**src/rtl/vector_issue_sequencer.sv**
```systemverilog
// vector_issue_sequencer: steps one vector instruction through the lane
// datapath one element group per cycle. It owns the element index, presents
// a lane-active mask, and parks the restart index while a trap is serviced.
module vector_issue_sequencer #(
  parameter int NUM_LANES = 2
) (
  input  logic                 CLK,
  input  logic                 RST,
  input  logic                 req_valid,
  output logic                 req_ready,
  input  logic [31:0]          req_vl,
  input  logic [31:0]          req_vstart,
  input  logic                 stall,
  input  logic                 busy_ex,
  input  logic                 clear,
  input  logic                 trap,
  input  logic                 ex_return,
  output logic                 issue_valid,
  output logic [31:0]          issue_offset,
  output logic [NUM_LANES-1:0] issue_mask,
  output logic                 issue_first,
  output logic                 issue_last,
  output logic                 done,
  output logic [31:0]          vstart_out
);

  localparam logic [1:0] S_IDLE = 2'd0;
  localparam logic [1:0] S_RUN  = 2'd1;
  localparam logic [1:0] S_HOLD = 2'd2;

  logic [1:0]  state;
  logic [31:0] offset;
  logic [31:0] vl_q;
  logic [31:0] resume_q;
  logic        first_q;
  logic        done_q;
  logic        fire;
  logic [32:0] group_end;

  // Group end is computed one bit wider so offsets near 2^32 cannot wrap
  // and falsely look short of vl.
  assign group_end    = {1'b0, offset} + 33'(NUM_LANES);
  assign issue_last   = group_end >= {1'b0, vl_q};
  assign issue_valid  = (state == S_RUN) && !busy_ex;
  assign fire         = issue_valid && !stall;
  assign issue_offset = offset;
  assign issue_first  = first_q;
  assign req_ready    = (state == S_IDLE);
  assign done         = done_q;
  assign vstart_out   = resume_q;

  // Per-lane activity: lane i carries element offset+i, active below vl.
  for (genvar i = 0; i < NUM_LANES; i++) begin : g_mask
    assign issue_mask[i] = ({1'b0, offset} + 33'(i)) < {1'b0, vl_q};
  end

  // Sequencing state: clear beats trap beats ex_return beats normal progress.
  always_ff @(posedge CLK) begin
    if (RST) begin
      state    <= S_IDLE;
      offset   <= '0;
      vl_q     <= '0;
      resume_q <= '0;
      first_q  <= 1'b0;
      done_q   <= 1'b0;
    end else begin
      done_q <= 1'b0;
      if (clear) begin
        state <= S_IDLE;
      end else if (trap && (state == S_RUN)) begin
        // Any fire this cycle is dropped; the trapped group is redone.
        state    <= S_HOLD;
        resume_q <= offset;
      end else if (ex_return && (state == S_HOLD)) begin
        state   <= S_RUN;
        offset  <= resume_q;
        first_q <= 1'b1;
      end else begin
        case (state)
          S_IDLE: begin
            if (req_valid) begin
              vl_q    <= req_vl;
              offset  <= req_vstart;
              first_q <= 1'b1;
              // Nothing to issue when the start index is already past vl.
              if (req_vstart >= req_vl) begin
                done_q <= 1'b1;
              end else begin
                state <= S_RUN;
              end
            end
          end
          S_RUN: begin
            if (fire) begin
              offset  <= offset + 32'(NUM_LANES);
              first_q <= 1'b0;
              if (issue_last) begin
                state  <= S_IDLE;
                done_q <= 1'b1;
              end
            end
          end
          default: ;
        endcase
      end
    end
  end

endmodule
```
**config.mk**
```make
export PLATFORM = sky130hd
export DESIGN_NAME = vector_issue_sequencer
export DESIGN_NICKNAME = d
export VERILOG_FILES = /design/src/rtl/vector_issue_sequencer.sv
export SDC_FILE = /design/constraint.sdc
export NUM_CORES = 1
export LEC_CHECK = 0
export CAP_MARGIN = 0
export CORE_MARGIN = 3
export CORE_UTILIZATION = 55
export DETAILED_ROUTE_END_ITERATION = 7
export GPL_TIMING_DRIVEN = 1
export HOLD_SLACK_MARGIN = 0.15
export PLACE_DENSITY = 0.9
export SETUP_SLACK_MARGIN = 0.1
export SYNTH_ARGS = -nofsm -noshare
export SYNTH_HDL_FRONTEND = slang
export SYNTH_SLANG_ARGS = --single-unit
```
**constraint.sdc**
```tcl
create_clock -name CLK -period 4.71 [get_ports CLK]
set_input_delay 0.7065 -clock CLK [delete_from_list [all_inputs] [get_ports CLK]]
set_output_delay 0.7065 -clock CLK [all_outputs]
set_load 0.005 [all_outputs]
```
==> metrics.yaml, run 1 <==
detailed_routing:
  avgRoutedWirePerCell_um: 19.53
  initialDrtViolationCount: 1125
  num_vias: 8949
  viasPerCell: 6.197
  wirelength_mm: 28.20
  drt_first_pass_iters: 5
  ant_nets: 0
  drc: 0
setup_path:
  crit_path_end: "issue_last"
  crit_fanout: 7
  reg2reg_to: "state[0]"
  worstSetupPathType: "register to output port"
  reg2reg_setup_slack_ns: 1.01
  r2r_start: "issue_offset[1]"
  startpoint_type: "register"
  critPathArrivalTime_ns: 3.86
  crit_path_end_kind: "output port"
  required_ns: 4.00
  ff2ff_path_depth: 16
  crit_start: "issue_offset[1]"
timing:
  finalSetupViolCount: 0
  rsz0062_at_grt: "true"
  fmax_mhz: 219.1
  slew_violations: 0
  period_minus_slack_ns: 4.565
  fin_skew_ns: 0.007193
  layout_setup_ws_ns: 0.1449
  hold_viol_final: 0
  fin_tns_setup_ns: 0
  slew_headroom_pct: 20.11
  timing.final.crit_share_pct: 96.92
  tightestPinTransition_ns: 1.190
layout:
  drive_gt1_share_pct: 10.56
  area_delta_synth_final_pct: 27.20
  diodes: 0
  fillers: 1101
  utilization_pct: 72.25
  nets: 1456
  fin_area_um2: 10580
synth:
  yosysSeqAreaShare_pct: 24.07
  ys_ff_latch: 100
  ys_types: 64
  ys_warn_count: 0
  ys.flop_type: "dfxtp_1"
  synthCells: 1113
  synthArstFlopShare_pct: 0
  synth-edff-count: 0
  syn_nets: 1314
  synth.avg_cell_area_um2: 7.473
  syn_area_um2: 8318
power:
  power_frac_seq_pct: 36.4
  power.total_uw: 2527
  p_int_uw: 1667
  irDropWorstVdd_mv: 0.1933
  power_density_nw_per_um2: 238.9
  p_leak_uw: 0.004410
  pwr-share-clk_pct: 27.5
  power.switching_uw: 859.6
  comb_power_share_pct: 36.0
  switching_share_pct: 34.01
placement:
  dp_hpwl_mm: 20.66
  place_worst_setup_slack_ns: 0.1082
  dpl_cell_area_um2: 10070
  routabilityCongestion: 0.9900
  io_buffers: 142
cts:
  h-tree-depth: 3
  cts_buffers: 9
  cts.sinks: 100
  clk_path_buf_depth: 2
  cts-root-buf: "clkbuf_16"
  cts_hold_buf: 0
  clkTransAtPathRegs_ns: 0.07
  cts_tree: "done"
  clk_latency_ns: 0.36
global_route:
  overflow: 0
  grt_max_degree: 48
  grt_use_total_pct: 33.19
  antenna_found_initial: 0
  grt_pass1_wl_mm: 43.66
  first_global_vias: 8457
hold_path:
  hp-start: "vl_q[21]"
  hold_path_class: "register to register"
floorplanning:
  die-height_um: 129.0
  num_rows: 44
  boundaryPins: 143
  die_area_um2: 16640
  start_util_pct: 56.80
  chipWidth_um: 129.0
  fp.coreArea_um2: 14640
flow_run:
  drv_cap: 0
run_status:
  status: "complete, no violations"
-- Yosys cell counts, types with 3 or more instances --
cell	instances	share of area, %
buf_2	15	0.90
o21a_1	6	0.54
o211ai_1	5	0.45
xor2_1	21	2.2
clkbuf_1	51	2.3
and3_1	22	1.7
nor2_1	77	3.5
nor2b_1	7	0.53
a211oi_1	8	0.72
a31oi_1	7	0.53
a2111oi_0	8	0.84
a221o_1	4	0.48
a21oi_1	121	7.3
dfxtp_1	100	24
nand2_1	204	9.2
nor3_1	14	0.84
o41ai_1	3	0.32
nand4_1	24	1.8
a221oi_1	7	0.74
nand3_1	26	1.6
ha_1	129	19
buf_4	7	0.63
xnor2_1	34	3.6
nand2b_1	3	0.23
and4_1	4	0.42
or3_1	11	0.83
a211oi_2	3	0.45
a22oi_1	13	1.2
inv_1	71	3.2
o21ai_0	36	2.2
nor4_1	3	0.23
a21o_1	20	1.8
o31ai_1	5	0.45
a311oi_1	4	0.42
-- through the flow --
step | cells | hold slack (ns)
CTS | 1438 | 0.4570
global placement | 1421 | 0.4427
global route | 1444 | 0.4723
finish | 1444 | 0.4557
floorplan | 1113 | 0.4363
detailed placement | 1421 | 0.4483
-- cell type report --
cell class	count	area (um2)	share of cell area (%)
clock inverter	5	27.53	0.2602
timing repair buffer	206	1902	17.98
tap	184	230.2	2.176
clock buffer	11	242.7	2.294
inverter	71	266.5	2.519
sequential	100	2012	19.02
multi-input combinational	867	5899	55.76
-- power groups by stage --
stage / combinational [uW] / clock, uW / sequential (uW)
after global placement: 826 / 0 / 934
after floorplan: 499 / 0 / 933
after CTS: 861 / 694 / 917
after global routing: 987 / 734 / 925
after detailed placement: 842 / 0 / 936
final: 910 / 696 / 921
-- cell families (layout without fill, tap and decap cells) --
kind of cell / after synthesis / in the layout / share of synthesized area, %
and+or+nand+nor: 420 / 420 / 23.29
AOI/OAI and AO/OA: 259 / 259 / 19.36
buffers and inverters: 146 / 293 / 7.310
adders and majority gates: 129 / 129 / 19.40
DFF: 100 / 100 / 24.07
xor gates and xnor gates: 59 / 59 / 6.573
-- metal layers --
layer  GRT usage [%]  share of wire, %
met2           52.10                45
met1           45.99                42
met4           12.35               2.8
met3           5.230                11
met5               0                 0
-- sequential cells by signal (all words and copies together), names as in the netlist --
name          cells
vstart_out       32
issue_first       1
state             2
done              1
issue_offset     32
vl_q             32
-- repair_timing --
action,in CTS,in global routing
gates resized for setup,13,36
setup endpoints to repair,2,2
setup buffers,1,6
endpoints found under the hold margin,0,0
pin swaps,5,22
-- worst min-delay path by stage --
stage	slack [ns]	end	cells past startpoint
floorplan	0.44	vl_q[10]	2
global placement	0.44	vl_q[5]	2
detailed placement	0.45	vl_q[21]	2
CTS	0.46	vl_q[21]	2
global route	0.47	vl_q[27]	2
finish	0.46	vl_q[21]	2
-- layout by cell type, fill, tap and decap left out, drive strengths merged, types with 6 or more instances in the layout --
cell	n
nand2	205
a22oi	13
xor2	23
buf	66
a211oi	11
nor3	16
or3	12
and3	23
a221oi	8
xnor2	36
nor2	79
o21a	6
a21oi	121
ha	129
a2111oi	8
nand4	24
a31oi	7
clkbuf	11
nand3	28
dfxtp	100
nor2b	7
inv	71
clkdlybuf4s50	139
a21o	20
o21ai	37
-- worst max-delay path, cell delays in order, from the launching register on --
cell	delay (ns)
dfxtp_4	0.39
ha_4	0.16
nand3_4	0.10
or4_4	0.58
nor3_4	0.23
buf_4	0.15
buf_6	0.12
xor2_1	0.15
ha_1	0.29
a21oi_2	0.15
nand2_1	0.09
a21oi_2	0.21
o221ai_4	0.14
a2111oi_4	0.34
buf_4	0.16
nand2_1	0.06
dlymetal6s2s_1	0.17
Power figures use the tool's default switching activity.
==> inputs of run 2 (changes only) <==
--- a/config.mk
+++ b/config.mk
@@ -9,9 +9,10 @@
 export CORE_MARGIN = 3
 export CORE_UTILIZATION = 55
 export DETAILED_ROUTE_END_ITERATION = 7
-export GPL_TIMING_DRIVEN = 1
+export GPL_TIMING_DRIVEN = 0
 export HOLD_SLACK_MARGIN = 0.15
 export PLACE_DENSITY = 0.9
+export RECOVER_POWER = 100
 export SETUP_SLACK_MARGIN = 0.1
 export SYNTH_ARGS = -nofsm -noshare
 export SYNTH_HDL_FRONTEND = slang
==> metrics.yaml, run 2 (synthesis gave the netlist of run 1 again) <==
run_status:
  status: "complete, no violations"
layout:
  fillers: 1090  # -1.0%
  multi_input_area_um2: 5988  # +1.5%
  drive_gt1_share_pct: 12.73  # +2.2 points
  nets: 1508  # +3.6%
  diodes: 0  # unchanged
  mostFrequentLayoutCell: "nand2_1"
  area_delta_synth_final_pct: 32.78
  final_cell_mix: "nand2_1, clkdlybuf4s50_1, ha_1"
  seq_area_um2: 2036  # +1.2%
hold_path:
  worstHoldPathCells: 2  # unchanged
  hp-start: "vl_q[16]"
  hold_path_class: "register to register"
  whs_endpoint: "vl_q[16]"
floorplanning:
  start_util_pct: 56.80  # unchanged
  die-height_um: 129.0  # unchanged
  chipWidth_um: 129.0  # unchanged
  die_area_um2: 16640  # unchanged
  boundaryPins: 143  # unchanged
  fp.coreArea_um2: 14640  # unchanged
  num_rows: 44  # unchanged
setup_path:
  startpoint_type: "register"
  required_ns: 4.00  # about the same
  crit_chain: "buf_6, nand2_1, or4_4, nor3_4, buf_6, and3_4, nand2_1, xnor2_1, ha_1, a21o_1, a21o_1, a21o_1, a21o_1, a21o_1, a211o_1, a31oi_1, buf_2"
  worstSetupPathType: "register to output port"
  ff2ff_path_depth: 17  # +1
  r2r_start: "issue_offset[8]"
  slowest_delay_ns: 0.60  # +0.02 ns
  reg2reg_to: "state[0]"
  crit_fanout: 10  # +3
  slowest_stage: "or4_4"
  cp_common_cell: "a21o_1"
  critPathArrivalTime_ns: 3.95  # +0.09 ns
  crit_path_end_kind: "output port"
  reg2reg_setup_slack_ns: 0.85  # -0.16 ns
timing:
  fin_tns_setup_ns: 0  # unchanged
  slew_headroom_pct: 15.15  # -5.0 points
  tightestPinTransition_ns: 1.241  # +0.05036 ns
  fin_skew_ns: 0.006973  # -0.0002196 ns
  fmax_mhz: 214.5  # -2.1%
  finalSetupViolCount: 0  # unchanged
  timing.final.crit_share_pct: 98.96  # +2.0 points
  period_minus_slack_ns: 4.661  # +0.09606 ns
  slew_violations: 0  # unchanged
  layout_setup_ws_ns: 0.04885  # -0.09606 ns
  hold_viol_final: 0  # unchanged
  rsz0062_at_grt: "true"
global_route:
  first_global_vias: 9033  # +6.8%
  grt_pass1_wl_mm: 47.84  # +9.6%
  overflow: 0  # unchanged
  antenna_found_initial: 0  # unchanged
  grt_max_degree: 17  # -65%
  grt_use_total_pct: 37.20  # +4.0 points
detailed_routing:
  drc: 0  # unchanged
  ant_nets: 0  # unchanged
  wirelength_mm: 31.28  # +11%
  num_vias: 9422  # +5.3%
  viasPerCell: 6.298  # +1.6%
  drt_first_pass_iters: 6  # +1
  initialDrtViolationCount: 1230  # +9.3%
  avgRoutedWirePerCell_um: 20.91  # +7.1%
power:
  irDropWorstVdd_mv: 0.2106  # +8.9%
  power_density_nw_per_um2: 250.2  # +4.8%
  power.total_uw: 2764  # +9.4%
  p_leak_uw: 0.004548  # +3.1%
cts:
  clk_path_buf_depth: 2  # unchanged
  cts.sinks: 100  # unchanged
  h-tree-depth: 3  # unchanged
  clkTransAtPathRegs_ns: 0.07  # about the same
  clk_latency_ns: 0.36  # about the same
  cts-root-buf: "clkbuf_16"
  cts_tree: "done"
  cts_buffers: 9  # unchanged
placement:
  place_worst_setup_slack_ns: -1.172  # -1.280 ns
  io_buffers: 141  # -0.70%
  dp_hpwl_mm: 22.93  # +11%
  routabilityCongestion: 0.9921  # +0.21%
flow_run:
  drv_cap: 0  # unchanged
[run 2: cell type report]
cell class	count	area share, %
well taps	184	2.085
flip-flops and latches	100	18.43
clock inverters	6	1.020
multi-input cells	867	54.22
repair buffers	183	15.61
inverters	71	2.413
plain buffers	75	4.146
clock buffers	10	2.073
[run 2: through the flow]
stage / utilization, % / cells / hold WS, ns / instance area [um2]
global placement: 68.01 / 1438 / 0.4414 / 9960
CTS: 74.11 / 1487 / 0.4571 / 10850
detailed placement: 68.01 / 1438 / 0.4473 / 9960
global route: 75.42 / 1496 / 0.4721 / 11040
finish: 75.42 / 1496 / 0.4563 / 11040
floorplan: - / 1113 / 0.4363 / 8318
[run 2: worst max path at each step]
stage          depth (start not counted)             start  slack (ns)            end
2_1_floorplan                         15   issue_offset[1]        0.44  issue_mask[1]
3_3_place_gp                          16   issue_offset[1]       -1.16  issue_mask[1]
3_5_place_dp                          16   issue_offset[2]       -1.17  issue_mask[1]
4_1_cts                               18   issue_offset[1]        0.05  issue_mask[1]
5_1_grt                               17  issue_offset[17]       -0.02  issue_mask[1]
6_report                              17  issue_offset[17]        0.05  issue_mask[1]
[run 2: metal layers]
metal	global-route usage, %	vias up	share of wire, %
met1	48.09	4363	40
met2	58.17	645	44
met5	0	-	0
met3	7.763	139	11
met4	19.89	0	5.3
li1	-	4275	-
[run 2: timing repair]
item / CTS / global route
endpoints found under the setup margin: 4 / 2
buffers inserted: 33 / 9
gates resized for setup: 92 / 36
pin swaps: 27 / 21
hold buffers: 0 / 0
[run 2: power breakdown]
group,switching [uW],total (uW),internal [uW]
logic,532,963,431
registers,40.1,926,886
clock network,354,875,520
total,927,2760,1840
[run 2: critical path: cells and delay by family, from the launching register on]
kind,cells,cell delay [ns]
XOR/XNOR,1,0.13
flip-flops,1,0.37
buffers and inverters,3,0.44
AND/OR/NAND/NOR,5,1.23
AO/OA/AOI/OAI,7,1.23
adder cells (fa/ha/maj),1,0.19
